--- config.mk ---
export PLATFORM = sky130hd
export DESIGN_NAME = freq_meter_mc
export DESIGN_NICKNAME = d
export VERILOG_FILES = /design/src/rtl/freq_meter_mc.sv
export SDC_FILE = /design/constraint.sdc
export NUM_CORES = 1
export LEC_CHECK = 0
export CORE_MARGIN = 4
export CORE_UTILIZATION = 50
export CTS_CLUSTER_SIZE = 20
export DETAILED_ROUTE_END_ITERATION = 10
export PLACE_DENSITY_LB_ADDON = 0.1
export SKIP_CTS_REPAIR_TIMING = 1
export SYNTH_ARGS = -nofsm -noshare
export SYNTH_HDL_FRONTEND = slang
export SYNTH_SLANG_ARGS = --single-unit
--- constraint.sdc ---
create_clock -name clk_10m -period 13.6 [get_ports clk_10m]
set_input_delay 2.72 -clock clk_10m [delete_from_list [all_inputs] [get_ports clk_10m]]
set_output_delay 2.72 -clock clk_10m [all_outputs]
set_load 0.005 [all_outputs]
--- src/rtl/freq_meter_mc.sv ---
`timescale 1ns/1ps
// freq_meter_mc: dual-mode frequency meter for a sampled ADC waveform.
// A hysteresis slicer turns ADC samples into a logic level. Rising edges of that
// level are either counted over a selectable gate (gate mode) or timed over
// N_PER signal periods (period mode). Each result is held, and a stretched valid
// strobe signals it.
// Ports:
//   clk_10m, rst_n            system clock, synchronous active-low reset
//   adc_data                  unsigned ADC sample
//   thr_high, thr_low         hysteresis thresholds
//   enable, mode, gate_sel    run control and measurement configuration
//   clk_adc                   ADC clock (copy of clk_10m)
//   frequency, period_cycles  gate-mode and period-mode results
//   freq_valid                result strobe, stretched VALID_WIDTH cycles
//   overflow, timeout, busy   status of the last result / FSM activity
module freq_meter_mc #(
  parameter int unsigned ADC_W       = 10,
  parameter int unsigned CNT_W       = 32,
  parameter int unsigned CLK_HZ      = 10000000,
  parameter int unsigned N_PER       = 16,
  parameter int unsigned TIMEOUT_CYC = 20000000,
  parameter int unsigned VALID_WIDTH = 20000
) (
  input  logic             clk_10m,
  input  logic             rst_n,
  input  logic [ADC_W-1:0] adc_data,
  input  logic [ADC_W-1:0] thr_high,
  input  logic [ADC_W-1:0] thr_low,
  input  logic             enable,
  input  logic             mode,
  input  logic [1:0]       gate_sel,
  output logic             clk_adc,
  output logic [CNT_W-1:0] frequency,
  output logic [CNT_W-1:0] period_cycles,
  output logic             freq_valid,
  output logic             overflow,
  output logic             timeout,
  output logic             busy
);

  localparam int unsigned GATE_W = $clog2(CLK_HZ + 1);
  localparam int unsigned PER_W  = $clog2(N_PER + 1);
  localparam int unsigned TO_W   = $clog2(TIMEOUT_CYC + 1);
  localparam int unsigned SW     = $clog2(VALID_WIDTH + 2);
  localparam int unsigned PW     = CNT_W + 10;

  localparam logic [GATE_W-1:0] G0_LAST  = GATE_W'(CLK_HZ - 1);
  localparam logic [GATE_W-1:0] G1_LAST  = GATE_W'(CLK_HZ / 10 - 1);
  localparam logic [GATE_W-1:0] G2_LAST  = GATE_W'(CLK_HZ / 100 - 1);
  localparam logic [GATE_W-1:0] G3_LAST  = GATE_W'(CLK_HZ / 1000 - 1);
  localparam logic [PER_W-1:0]  PER_LAST = PER_W'(N_PER - 1);
  localparam logic [TO_W-1:0]   TO_LAST  = TO_W'(TIMEOUT_CYC - 1);

  typedef enum logic [1:0] {S_IDLE, S_ARM, S_MEASURE, S_DONE} state_t;

  state_t              r_state;
  logic [ADC_W-1:0]    r_adc_d1;
  logic                r_level;
  logic                r_level_d1;
  logic                r_mode;
  logic [1:0]          r_gsel;
  logic [GATE_W-1:0]   r_gate_cnt;
  logic [CNT_W-1:0]    r_edge_cnt;
  logic [CNT_W-1:0]    r_cyc_cnt;
  logic [PER_W-1:0]    r_per_cnt;
  logic [TO_W-1:0]     r_to_cnt;
  logic [SW-1:0]       r_stretch_cnt;
  logic [CNT_W-1:0]    r_frequency;
  logic [CNT_W-1:0]    r_period;
  logic                r_freq_valid;
  logic                r_overflow;
  logic                r_timeout;
  logic                r_busy;

  logic                w_edge;
  logic [CNT_W-1:0]    w_edge_cnt_nx;
  logic [CNT_W:0]      w_scaled;
  logic [GATE_W-1:0]   w_gate_last;
  logic                w_to_hit;
  logic                w_cyc_full;

  // Multiply the edge count by 1/10/100/1000 using shifts; MSB flags saturation.
  function automatic logic [CNT_W:0] scale_sat(input logic [CNT_W-1:0] c, input logic [1:0] sel);
    logic [PW-1:0] x;
    logic [PW-1:0] p;
    x = PW'(c);
    case (sel)
      2'd0:    p = x;
      2'd1:    p = (x << 3) + (x << 1);
      2'd2:    p = (x << 6) + (x << 5) + (x << 2);
      default: p = (x << 9) + (x << 8) + (x << 7) + (x << 6) + (x << 5) + (x << 3);
    endcase
    if (|p[PW-1:CNT_W]) scale_sat = {1'b1, {CNT_W{1'b1}}};
    else                scale_sat = {1'b0, p[CNT_W-1:0]};
  endfunction

  assign clk_adc       = clk_10m;
  assign frequency     = r_frequency;
  assign period_cycles = r_period;
  assign freq_valid    = r_freq_valid;
  assign overflow      = r_overflow;
  assign timeout       = r_timeout;
  assign busy          = r_busy;

  assign w_edge        = r_level & ~r_level_d1;
  assign w_edge_cnt_nx = (&r_edge_cnt) ? r_edge_cnt : r_edge_cnt + CNT_W'(w_edge);
  assign w_scaled      = scale_sat(w_edge_cnt_nx, r_gsel);
  assign w_to_hit      = (r_to_cnt == TO_LAST);
  assign w_cyc_full    = &r_cyc_cnt;

  // Last cycle index of the latched gate length.
  always_comb begin
    w_gate_last = G3_LAST;
    case (r_gsel)
      2'd0:    w_gate_last = G0_LAST;
      2'd1:    w_gate_last = G1_LAST;
      2'd2:    w_gate_last = G2_LAST;
      default: w_gate_last = G3_LAST;
    endcase
  end

  // Hysteresis slicer; the high threshold wins when both thresholds match.
  always_ff @(posedge clk_10m) begin
    if (!rst_n) begin
      r_adc_d1   <= {1'b1, {(ADC_W-1){1'b0}}};
      r_level    <= 1'b0;
      r_level_d1 <= 1'b0;
    end else begin
      r_adc_d1   <= adc_data;
      if (r_adc_d1 >= thr_high)     r_level <= 1'b1;
      else if (r_adc_d1 <= thr_low) r_level <= 1'b0;
      r_level_d1 <= r_level;
    end
  end

  // Measurement FSM, result registers and valid stretcher.
  always_ff @(posedge clk_10m) begin
    if (!rst_n) begin
      r_state       <= S_IDLE;
      r_mode        <= 1'b0;
      r_gsel        <= 2'd0;
      r_gate_cnt    <= '0;
      r_edge_cnt    <= '0;
      r_cyc_cnt     <= '0;
      r_per_cnt     <= '0;
      r_to_cnt      <= '0;
      r_stretch_cnt <= '0;
      r_frequency   <= '0;
      r_period      <= '0;
      r_freq_valid  <= 1'b0;
      r_overflow    <= 1'b0;
      r_timeout     <= 1'b0;
      r_busy        <= 1'b0;
    end else begin
      case (r_state)
        S_IDLE: begin
          if (enable) begin
            r_mode   <= mode;
            r_gsel   <= gate_sel;
            r_to_cnt <= '0;
            r_state  <= S_ARM;
            r_busy   <= 1'b1;
          end
        end
        S_ARM: begin
          if (!enable) begin
            r_state <= S_IDLE;
            r_busy  <= 1'b0;
          end else if (!r_mode) begin
            r_gate_cnt <= '0;
            r_edge_cnt <= '0;
            r_state    <= S_MEASURE;
          end else if (w_to_hit) begin
            r_period      <= '0;
            r_timeout     <= 1'b1;
            r_overflow    <= 1'b0;
            r_state       <= S_DONE;
            r_freq_valid  <= (VALID_WIDTH != 0);
            r_stretch_cnt <= SW'(VALID_WIDTH);
          end else begin
            r_to_cnt <= r_to_cnt + TO_W'(1);
            // The arming edge starts the period span.
            if (w_edge) begin
              r_cyc_cnt <= '0;
              r_per_cnt <= '0;
              r_state   <= S_MEASURE;
            end
          end
        end
        S_MEASURE: begin
          if (!enable) begin
            r_state <= S_IDLE;
            r_busy  <= 1'b0;
          end else if (!r_mode) begin
            r_edge_cnt <= w_edge_cnt_nx;
            // Final gate cycle: its edge is already folded into w_edge_cnt_nx.
            if (r_gate_cnt == w_gate_last) begin
              r_frequency   <= w_scaled[CNT_W-1:0];
              r_overflow    <= w_scaled[CNT_W];
              r_timeout     <= 1'b0;
              r_state       <= S_DONE;
              r_freq_valid  <= (VALID_WIDTH != 0);
              r_stretch_cnt <= SW'(VALID_WIDTH);
            end else begin
              r_gate_cnt <= r_gate_cnt + GATE_W'(1);
            end
          end else if (w_to_hit) begin
            r_period      <= '0;
            r_timeout     <= 1'b1;
            r_overflow    <= 1'b0;
            r_state       <= S_DONE;
            r_freq_valid  <= (VALID_WIDTH != 0);
            r_stretch_cnt <= SW'(VALID_WIDTH);
          end else begin
            r_to_cnt <= r_to_cnt + TO_W'(1);
            if (!w_cyc_full) r_cyc_cnt <= r_cyc_cnt + CNT_W'(1);
            if (w_edge) begin
              if (r_per_cnt == PER_LAST) begin
                r_period      <= w_cyc_full ? {CNT_W{1'b1}} : r_cyc_cnt + CNT_W'(1);
                r_overflow    <= w_cyc_full;
                r_timeout     <= 1'b0;
                r_state       <= S_DONE;
                r_freq_valid  <= (VALID_WIDTH != 0);
                r_stretch_cnt <= SW'(VALID_WIDTH);
              end else begin
                r_per_cnt <= r_per_cnt + PER_W'(1);
              end
            end
          end
        end
        S_DONE: begin
          // Stretch runs to completion regardless of enable.
          if (r_stretch_cnt != '0) begin
            r_stretch_cnt <= r_stretch_cnt - SW'(1);
            if (r_stretch_cnt == SW'(1)) r_freq_valid <= 1'b0;
          end else begin
            r_freq_valid <= 1'b0;
            r_state      <= S_IDLE;
            r_busy       <= 1'b0;
          end
        end
        default: begin
          r_state <= S_IDLE;
          r_busy  <= 1'b0;
        end
      endcase
    end
  end

endmodule

==> results.cfg <==
[yosys]
synth_simple_gate_area_share_pct = 20.9
post_synth_xor_area_fraction_pct = 10.3
yosysTopAreaCell = dfxtp_1
ys_ff_latch = 218
ys_async_sr_fraction_pct = 0
syn_avg_cell_area_um2 = 7.71
synthFlopType = dfxtp_1
yosysWarningCount = 0
synth_edf_count = 0
muxShareOfSynthArea_pct = 0.670
syn_nets = 3091
yosysSeqAreaShare_pct = 20.1
synthDistinctLibCells = 91
synth-compound-area-share_pct = 24.3
synth.area.top_cells = dfxtp_1 20%, ha_1 9.4%, fa_1 7.5%
netlist_area_um2 = 21700
synth_top_family_by_area = compound AO/OA/AOI/OAI gates
synth.top_cell.area_share_pct = 20.1
synthAdderAreaFrac_pct = 17.1
synthTopCellsByCount = 218 x a21oi_1, 218 x dfxtp_1, 211 x nand2_1
synthCells = 2812

[setup_path]
crit_path_cell_trace = clkbuf_16, clkbuf_16, clkdlybuf4s50_1
critPathLaunchType = clock port
cp_data_required_time_ns = 10.88
crit_top_cell = clkbuf_16
cp.buffers_inverters = 3
slowest_delay_ns = 0.43
path_class = clock port to output pin
slowest_stage = clkdlybuf4s50_1
crit_path_end_kind = output pin
cp_max_fo = 2
arrival_ns = 7.48
crit_family = buffers and inverters

[detailed_routing]
first_iter_violations = 1557
wl_per_cell_um = 19.1
vias = 20500
dr.pass1.iters = 9
finalWirelength_um = 65600
antenna_left = 0
viasPerCell = 5.98
drc_errors = 0

[placed_design]
io_buffers = 104
place_hpwl_um = 48300
placed_area_um2 = 23100
gp_congestion = 0.963

[timing]
tns_ns = 0
setup_violations = 0
skew_ns = 0.0174
tightest_slew_ns = 0.992
rsz0062_at_grt = no
finalHoldViolCount = 0
hold_slack_ns = 0.473
slew_headroom_pct = 33.6
slew_viol_final = 0

[floorplanning]
num_io_pins = 105
start_util_pct = 50.4
die_h_um = 216
core_area_um2 = 43000
row_count = 76
die_width_um = 216
die_area_um2 = 46700

[clocking]
clk_pin_slew_ns = 0.06
cts_tree = yes
clock_latency_ns = 0.70

[grt]
grt_util_all_layers_pct = 27.1
antenna_found_initial = 0
grt_pass1_wl_um = 106000
gr-total-overflow = 0
grt_max_degree = 89
grt_pass1_vias = 19600

[power]
combPwrFrac_pct = 11.3
clock_power_share_pct = 48.1
power.share.switching_pct = 26.9
power.internal_mw = 1.23
p_seq_share_pct = 40.6
ir_drop_mv = 0.0900
leakagePower_nw = 10.3
p_sw_uw = 451
finalPower_mw = 1.68
powerDensity_nw_per_um2 = 69.5

[run]
maxCapViolCount = 0

[worst_hold_path]
hold_class = flop to flop

[cells_and_area]
area_growth_pct = 11.5
fin_nets = 3108
final_core_util_pct = 56.2
n_antenna_cell = 0
drive_gt1_share_pct = 5.16
fin_area_um2 = 24200

[status]
status = finished, final reports clean
-- power by group through the flow --
| stage | sequential [mW] | combinational (mW) | clock (mW) |
|---|---|---|---|
| 2_1_floorplan | 0.689 | 0.136 | 0.00477 |
| 3_3_place_gp | 0.693 | 0.187 | 0.00619 |
| 3_5_place_dp | 0.694 | 0.190 | 0.00619 |
| 4_1_cts | 0.681 | 0.191 | 0.830 |
| 5_1_grt | 0.683 | 0.213 | 0.856 |
| 6_report | 0.681 | 0.190 | 0.807 |
-- sequential cells by signal, summed over array words and instances (netlist names), 5 cells and up --
signal / flops
r_stretch_cnt: 15
r_gate_cnt: 24
r_edge_cnt: 32
r_cyc_cnt: 32
r_adc_d1: 10
r_to_cnt: 25
period_cycles: 32
frequency: 32
r_per_cnt: 5
-- layout by cell type, fill, tap and decap left out, types with 22 or more instances in the layout --
master             n
a211oi_1          24
a21boi_0          25
a21o_1            68
a21oi_1          217
a221oi_1          22
a22oi_1           41
a31oi_1           33
and2_1            40
and3_1            45
buf_4             43
clkbuf_16         30
clkdlybuf4s50_1  103
dfxtp_1          218
fa_1              81
ha_1             161
inv_1            207
nand2_1          211
nand2b_1          27
nand3_1           94
nand4_1           43
nor2_1           181
nor2b_1           87
nor3_1            60
nor4_1            23
o21a_1            29
o21ai_0          187
xnor2_1          178
xor2_1            77
-- through the flow --
step / setup slack [ns] / std cells
2_1_floorplan: 3.97 / 2812
3_3_place_gp: 3.67 / 3382
3_5_place_dp: 3.67 / 3382
4_1_cts: 3.39 / 3435
5_1_grt: 3.16 / 3435
6_report: 3.40 / 3435
-- cell families after synthesis --
family | after synthesis
simple gates | 896
compound gates | 808
buf+inv | 373
xor+xnor | 255
fa+ha+maj | 248
flops | 218
mux | 14
-- per-layer routing --
metal | up-vias | wire, um | global-route usage (%) | share of wire [%]
met2 | 679 | 30200 | 44.0 | 46
met3 | 111 | 3800 | 3.00 | 5.8
met5 | - | 0 | 0 | 0
li1 | 10000 | - | - | -
met4 | 0 | 1650 | 7.15 | 2.5
met1 | 9745 | 30000 | 38.6 | 46
-- worst min-delay path: stages (launching register included) --
cell and delay (ns):
dfxtp_1 0.32, nand2_1 0.05, a21oi_1 0.05
-- cell type report --
cell class	instances	area, um^2
clock buffer	42	892
multi-input combinational	2221	15900
sequential	218	4360
tap	585	732
inverter	212	796
timing repair buffer	145	1340
fill	4148	18800
clock inverter	12	131
-- path summary, 6_finish.rpt --
check,startpoint,end,slack [ns],cells after the start
setup / recovery,clk_10m,clk_adc,3.40,3
hold / removal,r_stretch_cnt[1],r_stretch_cnt[1],0.47,2
setup reg to reg,r_edge_cnt[21],frequency[25],3.78,28
hold reg to reg,r_stretch_cnt[1],r_stretch_cnt[1],0.47,2
No activity file was read; power rests on OpenSTA's default activity.
